===== src/rtl/phase_sequencer_if.sv =====
// Command/status bundle between the instruction-phase sequencer and its controller.
// The sequencer is the slave; whoever issues run/step/halt is the master.
interface phase_sequencer_if #(
  parameter int ICNT_W = 32
);
  logic              run;
  logic              step;
  logic              halt_req;
  logic              stall;
  logic              branch_taken;
  logic [3:0]        start;
  logic              pc_update;
  logic [1:0]        phase_idx;
  logic              busy;
  logic              halted;
  logic [ICNT_W-1:0] instr_cnt;

  modport master (
    output run, step, halt_req, stall, branch_taken,
    input  start, pc_update, phase_idx, busy, halted, instr_cnt
  );

  modport slave (
    input  run, step, halt_req, stall, branch_taken,
    output start, pc_update, phase_idx, busy, halted, instr_cnt
  );
endinterface


===== src/rtl/phase_sequencer.sv =====
// Multicycle instruction-phase controller: one-hot fetch/decode/execute/writeback
// strobes with run/step/halt control, stall freezing and branch pc_update.
module phase_sequencer #(
  parameter int PHASE_CYCLES = 1,
  parameter int ICNT_W       = 32
) (
  input  logic               clk,
  input  logic               rst_n,
  phase_sequencer_if.slave   bus
);

  localparam int DW_W = (PHASE_CYCLES > 1) ? $clog2(PHASE_CYCLES) : 1;
  localparam logic [DW_W-1:0] DWELL_LAST = DW_W'(PHASE_CYCLES - 1);

  typedef enum logic [1:0] {S_IDLE, S_RUN, S_STEP, S_HALTED} state_t;

  state_t            state_q, state_d;
  logic [3:0]        start_q, start_d;
  logic [DW_W-1:0]   dwell_q, dwell_d;
  logic              halt_pend_q, halt_pend_d;
  logic              pc_q, pc_d;
  logic              pc_drop_q, pc_drop_d;
  logic [ICNT_W-1:0] cnt_q, cnt_d;
  logic [1:0]        phase_q, phase_d;
  logic              busy_q, busy_d;
  logic              halted_q, halted_d;

  logic              active;
  logic              legal;

  always_ff @(posedge clk or negedge rst_n) begin
    if (!rst_n) begin
      state_q     <= S_IDLE;
      start_q     <= '0;
      dwell_q     <= '0;
      halt_pend_q <= 1'b0;
      pc_q        <= 1'b0;
      pc_drop_q   <= 1'b0;
      cnt_q       <= '0;
      phase_q     <= '0;
      busy_q      <= 1'b0;
      halted_q    <= 1'b0;
    end else begin
      state_q     <= state_d;
      start_q     <= start_d;
      dwell_q     <= dwell_d;
      halt_pend_q <= halt_pend_d;
      pc_q        <= pc_d;
      pc_drop_q   <= pc_drop_d;
      cnt_q       <= cnt_d;
      phase_q     <= phase_d;
      busy_q      <= busy_d;
      halted_q    <= halted_d;
    end
  end

  assign active = (state_q == S_RUN) || (state_q == S_STEP);
  // A strobe must be one-hot and present exactly when an instruction is in flight.
  assign legal  = ((start_q & (start_q - 4'd1)) == 4'd0) && (active == (start_q != 4'd0));

  always_comb begin
    state_d     = state_q;
    start_d     = start_q;
    dwell_d     = dwell_q;
    halt_pend_d = halt_pend_q;
    pc_d        = pc_q;
    pc_drop_d   = 1'b0;
    cnt_d       = cnt_q;

    // pc_update survives the edge where start[3] falls and clears one edge later.
    if (pc_drop_q) pc_d = 1'b0;

    if (!legal) begin
      state_d     = S_IDLE;
      start_d     = '0;
      dwell_d     = '0;
      halt_pend_d = 1'b0;
      pc_d        = 1'b0;
    end else if (!active) begin
      dwell_d     = '0;
      halt_pend_d = 1'b0;
      if (bus.run) begin
        state_d = S_RUN;
        start_d = 4'b0001;
      end else if (bus.step) begin
        state_d = S_STEP;
        start_d = 4'b0001;
      end
    end else begin
      halt_pend_d = halt_pend_q | bus.halt_req;
      if (!bus.stall) begin
        if (start_q[2] && bus.branch_taken) pc_d = 1'b1;
        if (dwell_q != DWELL_LAST) begin
          dwell_d = dwell_q + 1'b1;
        end else begin
          dwell_d = '0;
          if (!start_q[3]) begin
            start_d = start_q << 1;
          end else begin
            cnt_d     = cnt_q + 1'b1;
            pc_drop_d = 1'b1;
            if (state_q == S_RUN && bus.run && !halt_pend_d) begin
              start_d = 4'b0001;
            end else begin
              start_d     = '0;
              state_d     = S_HALTED;
              halt_pend_d = 1'b0;
            end
          end
        end
      end
    end
  end

  always_comb begin
    phase_d = 2'd0;
    case (start_d)
      4'b0010: phase_d = 2'd1;
      4'b0100: phase_d = 2'd2;
      4'b1000: phase_d = 2'd3;
      default: phase_d = 2'd0;
    endcase
    busy_d   = (state_d == S_RUN) || (state_d == S_STEP);
    halted_d = (state_d == S_HALTED);
  end

  assign bus.start     = start_q;
  assign bus.pc_update = pc_q;
  assign bus.phase_idx = phase_q;
  assign bus.busy      = busy_q;
  assign bus.halted    = halted_q;
  assign bus.instr_cnt = cnt_q;

endmodule


===== src/flat_wrapper.sv =====
// flat-port wrapper written by rule: the top's interface ports become plain ports
module phase_sequencer_flat 
#(
  parameter int PHASE_CYCLES = 1,
  parameter int ICNT_W       = 32
)
  (clk, rst_n, bus_run, bus_step, bus_halt_req, bus_stall, bus_branch_taken, bus_start, bus_pc_update, bus_phase_idx, bus_busy, bus_halted, bus_instr_cnt);
  phase_sequencer_if #(.ICNT_W(ICNT_W)) bus_i ();
  input  logic clk;
  input  logic rst_n;
  input wire logic [$bits(bus_i.run)-1:0] bus_run;
  input wire logic [$bits(bus_i.step)-1:0] bus_step;
  input wire logic [$bits(bus_i.halt_req)-1:0] bus_halt_req;
  input wire logic [$bits(bus_i.stall)-1:0] bus_stall;
  input wire logic [$bits(bus_i.branch_taken)-1:0] bus_branch_taken;
  output wire logic [$bits(bus_i.start)-1:0] bus_start;
  output wire logic [$bits(bus_i.pc_update)-1:0] bus_pc_update;
  output wire logic [$bits(bus_i.phase_idx)-1:0] bus_phase_idx;
  output wire logic [$bits(bus_i.busy)-1:0] bus_busy;
  output wire logic [$bits(bus_i.halted)-1:0] bus_halted;
  output wire logic [$bits(bus_i.instr_cnt)-1:0] bus_instr_cnt;
  assign bus_i.run = bus_run;
  assign bus_i.step = bus_step;
  assign bus_i.halt_req = bus_halt_req;
  assign bus_i.stall = bus_stall;
  assign bus_i.branch_taken = bus_branch_taken;
  assign bus_start = bus_i.start;
  assign bus_pc_update = bus_i.pc_update;
  assign bus_phase_idx = bus_i.phase_idx;
  assign bus_busy = bus_i.busy;
  assign bus_halted = bus_i.halted;
  assign bus_instr_cnt = bus_i.instr_cnt;
  phase_sequencer #(.PHASE_CYCLES(PHASE_CYCLES), .ICNT_W(ICNT_W)) u_core (.clk(clk), .rst_n(rst_n), .bus(bus_i));
endmodule

===== config.mk =====
export PLATFORM = sky130hd
export DESIGN_NAME = phase_sequencer_flat
export DESIGN_NICKNAME = d
export VERILOG_FILES = /design/src/rtl/phase_sequencer_if.sv /design/src/rtl/phase_sequencer.sv /design/src/flat_wrapper.sv
export SDC_FILE = /design/constraint.sdc
export NUM_CORES = 1
export LEC_CHECK = 0
export BUFFER_PORTS_ARGS = -buffer_cell sky130_fd_sc_hd__buf_4
export CAP_MARGIN = 20
export CORE_ASPECT_RATIO = 0.7
export CORE_MARGIN = 2
export CORE_UTILIZATION = 58
export CTS_CLUSTER_SIZE = 14
export DETAILED_ROUTE_END_ITERATION = 10
export PLACE_DENSITY = 0.85
export SLEW_MARGIN = 20
export SYNTH_ARGS = -nofsm -noshare
export SYNTH_HDL_FRONTEND = slang
export SYNTH_SLANG_ARGS = --single-unit

===== constraint.sdc =====
create_clock -name clk -period 3.4 [get_ports clk]
set_input_delay 0.68 -clock clk [delete_from_list [all_inputs] [get_ports clk]]
set_output_delay 0.68 -clock clk [all_outputs]
set_load 0.01 [all_outputs]

==> run summary <==
Final wirelength -> 4510 µm
Nature of the critical path startpoint -> register
Max-slew violations -> 0
Synth Cell Area -> 2290 µm²
CP Capture Type -> register
Fmax -> 417 MHz
Setup bufs post-CTS -> 0
Setup Crit Path Kind -> register to register
Worst-Margin Slew -> 0.545 ns
Critical path required time -> 3.62 ns
Worst setup margin -> 1.00 ns
Ys flop type -> dfrtp_1
IO buf count -> 47
Max_cap viols -> 0
Worst-path cell chain -> ha_1 -> nor3_2 -> nand3_2 -> nor4_2 -> xnor2_1
H-tree levels -> 2
First-pass GRT wire length -> 7740 µm
Setup-failing EPs final -> 0
RSZ-0062 raised after global routing -> no
CTS tree -> built
Initial antenna violation count -> 0
Via density -> 5.62
Max stage delay on crit path -> 0.49 ns
Final GP Congestion -> 0.831
Cell taking the most area after synthesis -> dfrtp_1
I/O Pins -> 48
Worst min-delay path class -> input pin to async pin
Root buffer cell -> clkbuf_8
Initial DRC count -> 108
Synth warn -> 0
Die W -> 79.1 µm
Fillers -> 293
Post-cts resize count -> 0
Vias post-DR -> 1,726
Pre-CTS setup slack -> 1.02 ns
Status -> finished clean
Reg2reg setup slack -> 1.00 ns
Worst Skew -> 0.00533 ns
Overflow after GRT -> 0
Initial Utilization -> 59.5%
Nets -> 264
Worst-path clk slew -> 0.09 ns
CP arrival -> 2.62 ns
Post-synth cell types -> 43
Leak -> 1.42 nW
Hold_buf cts -> 0
Placed cells -> 299
CTS Buf Count -> 5
Hold_ws -> 0.362 ns
Dpl hpwl -> 3150 µm
ANT nets after route -> 0
CP Buf/Inv Count -> 0
Final period util -> 70.6%
Top cell type's share of synthesized area -> 49.2%
Fraction of layout cells with a size suffix above 1 -> 28.2%
Worst flop-to-flop path endpoint -> u_core.bus.instr_cnt[30]
Die Y -> 56.6 µm
Worst Path Max Fanout -> 22
Setup TNS Final -> 0 ns
Syn Area/Cell -> 10.9 µm²
Non-filler cells, final -> 307
Crit path time final -> 2.40 ns
Synth area leaders -> dfrtp_1 (49%), xor2_1 (9.6%), nor3_1 (3.3%), nor4_2 (3.3%), nand2_1 (2.8%)
Worst R2R Path Depth -> 5
Gr usage total -> 22.4%
Slew HR -> 63.6%
DR WL/cell -> 14.7 µm
Sequential fraction of the synthesis area -> 49.2%
Core area -> 3850 µm²
Mapped Nets -> 220
DRC violations left -> 0
Final Hold Viols -> 0
Syn Inst Count -> 210
Delay-heaviest family, CP -> simple AND/OR/NAND/NOR gates
Die footprint -> 4470 µm²
Largest net degree at the start of global routing -> 46
Clk buf depth -> 2
Peak supply drop -> 0.280 mV
Clock Latency Late Sink -> 0.30 ns
Drt pass-1 iters -> 5
Post-synthesis register bit count -> 45
Fraction of registers with async set/reset -> 100%
Crit-path slowest cell -> nand3_2
Pwr dens -> 485 nW/µm²
RR Startpoint -> u_core.state_q[0]
Layout area overhead -> 20.9%
FP Rows -> 19
Clock sinks -> 45
N_diodes -> 0
Post-layout util -> 71.9%
Vias in the first global route -> 1,616
Post-synth EDFFs -> 0
Crit. path cell count -> 5
-- metrics by stage --
step	area (µm²)	power, mW
detailed placement	2640	0.882
global placement	2640	0.870
floorplan	2290	0.801
finish	2770	1.34
global route	2770	1.42
CTS	2770	1.35
-- worst max-delay path by stage --
| stage | from | endpoint | slack [ns] |
|---|---|---|---|
| floorplan | u_core.state_q[0] | u_core.bus.busy | 1.33 |
| global placement | u_core.state_q[0] | u_core.bus.instr_cnt[27] | 1.15 |
| detailed placement | u_core.state_q[0] | u_core.bus.instr_cnt[27] | 1.02 |
| CTS | u_core.state_q[0] | u_core.bus.instr_cnt[30] | 0.99 |
| global route | u_core.state_q[0] | u_core.bus.instr_cnt[18] | 0.86 |
| finish | u_core.state_q[0] | u_core.bus.instr_cnt[30] | 1.00 |
-- layout by cell type, fill, tap and decap left out, types with 7 or more instances in the layout --
cell / n
nor3_1: 15
nand4_1: 7
nor2_1: 12
inv_1: 8
buf_4: 47
nand2_1: 17
xnor2_1: 7
nand3_1: 7
xor2_1: 25
dfrtp_1: 45
-- synth_stat cells, drive strengths merged, types with 4 or more instances --
master / count
dfrtp: 45
nand2: 17
nor4: 8
xor2: 25
o21ai: 6
buf: 9
nand3: 9
xnor2: 7
nor2: 12
inv: 8
and4: 5
and3: 5
nor3: 16
a21oi: 4
nand4: 8
-- area by class of cell --
| class | instances | area, µm² | area share [%] |
|---|---|---|---|
| clock buffers | 5 | 68.8 | 2.49 |
| clock inverters | 3 | 65.1 | 2.35 |
| inverters | 8 | 30.0 | 1.08 |
| multi-input cells | 147 | 1060 | 38.3 |
| flip-flops and latches | 45 | 1130 | 40.7 |
| well taps | 52 | 65.1 | 2.35 |
| repair buffers | 47 | 353 | 12.7 |
-- cells by family after synthesis --
logic type	Yosys count	synth area share, %
buffers and inverters	18	4.48
muxes	3	1.42
and+or+nand+nor	90	25.8
DFF	45	49.2
AOI/OAI and AO/OA	19	5.19
xor gates and xnor gates	32	12.2
adders and majority gates	3	1.64
-- routing by layer --
metal  track usage, %  share of wire [%]  up-vias  wire, µm
met4             8.13                1.8        0        79
li1                 -                  -      825         -
met2             33.2                 46       41      2090
met5                0                  0        -         0
met1             32.7                 48      851      2150
met3             4.82                4.1        9       184
-- where the power goes --
part / switching (mW) / internal [mW]
clock network: 0.179 / 0.292
registers: 0.0299 / 0.570
logic: 0.163 / 0.109
total: 0.372 / 0.972
-- sequential cells by signal, summed over array words and instances (netlist names) --
register              flops
u_core.bus.phase_idx      2
u_core.bus.halted         1
u_core.bus.pc_update      1
u_core.bus.instr_cnt     32
u_core.state_q            2
u_core.bus.start          4
u_core.halt_pend_q        1
u_core.bus.busy           1
u_core.pc_drop_q          1
No activity file was read; power rests on OpenSTA's default activity.
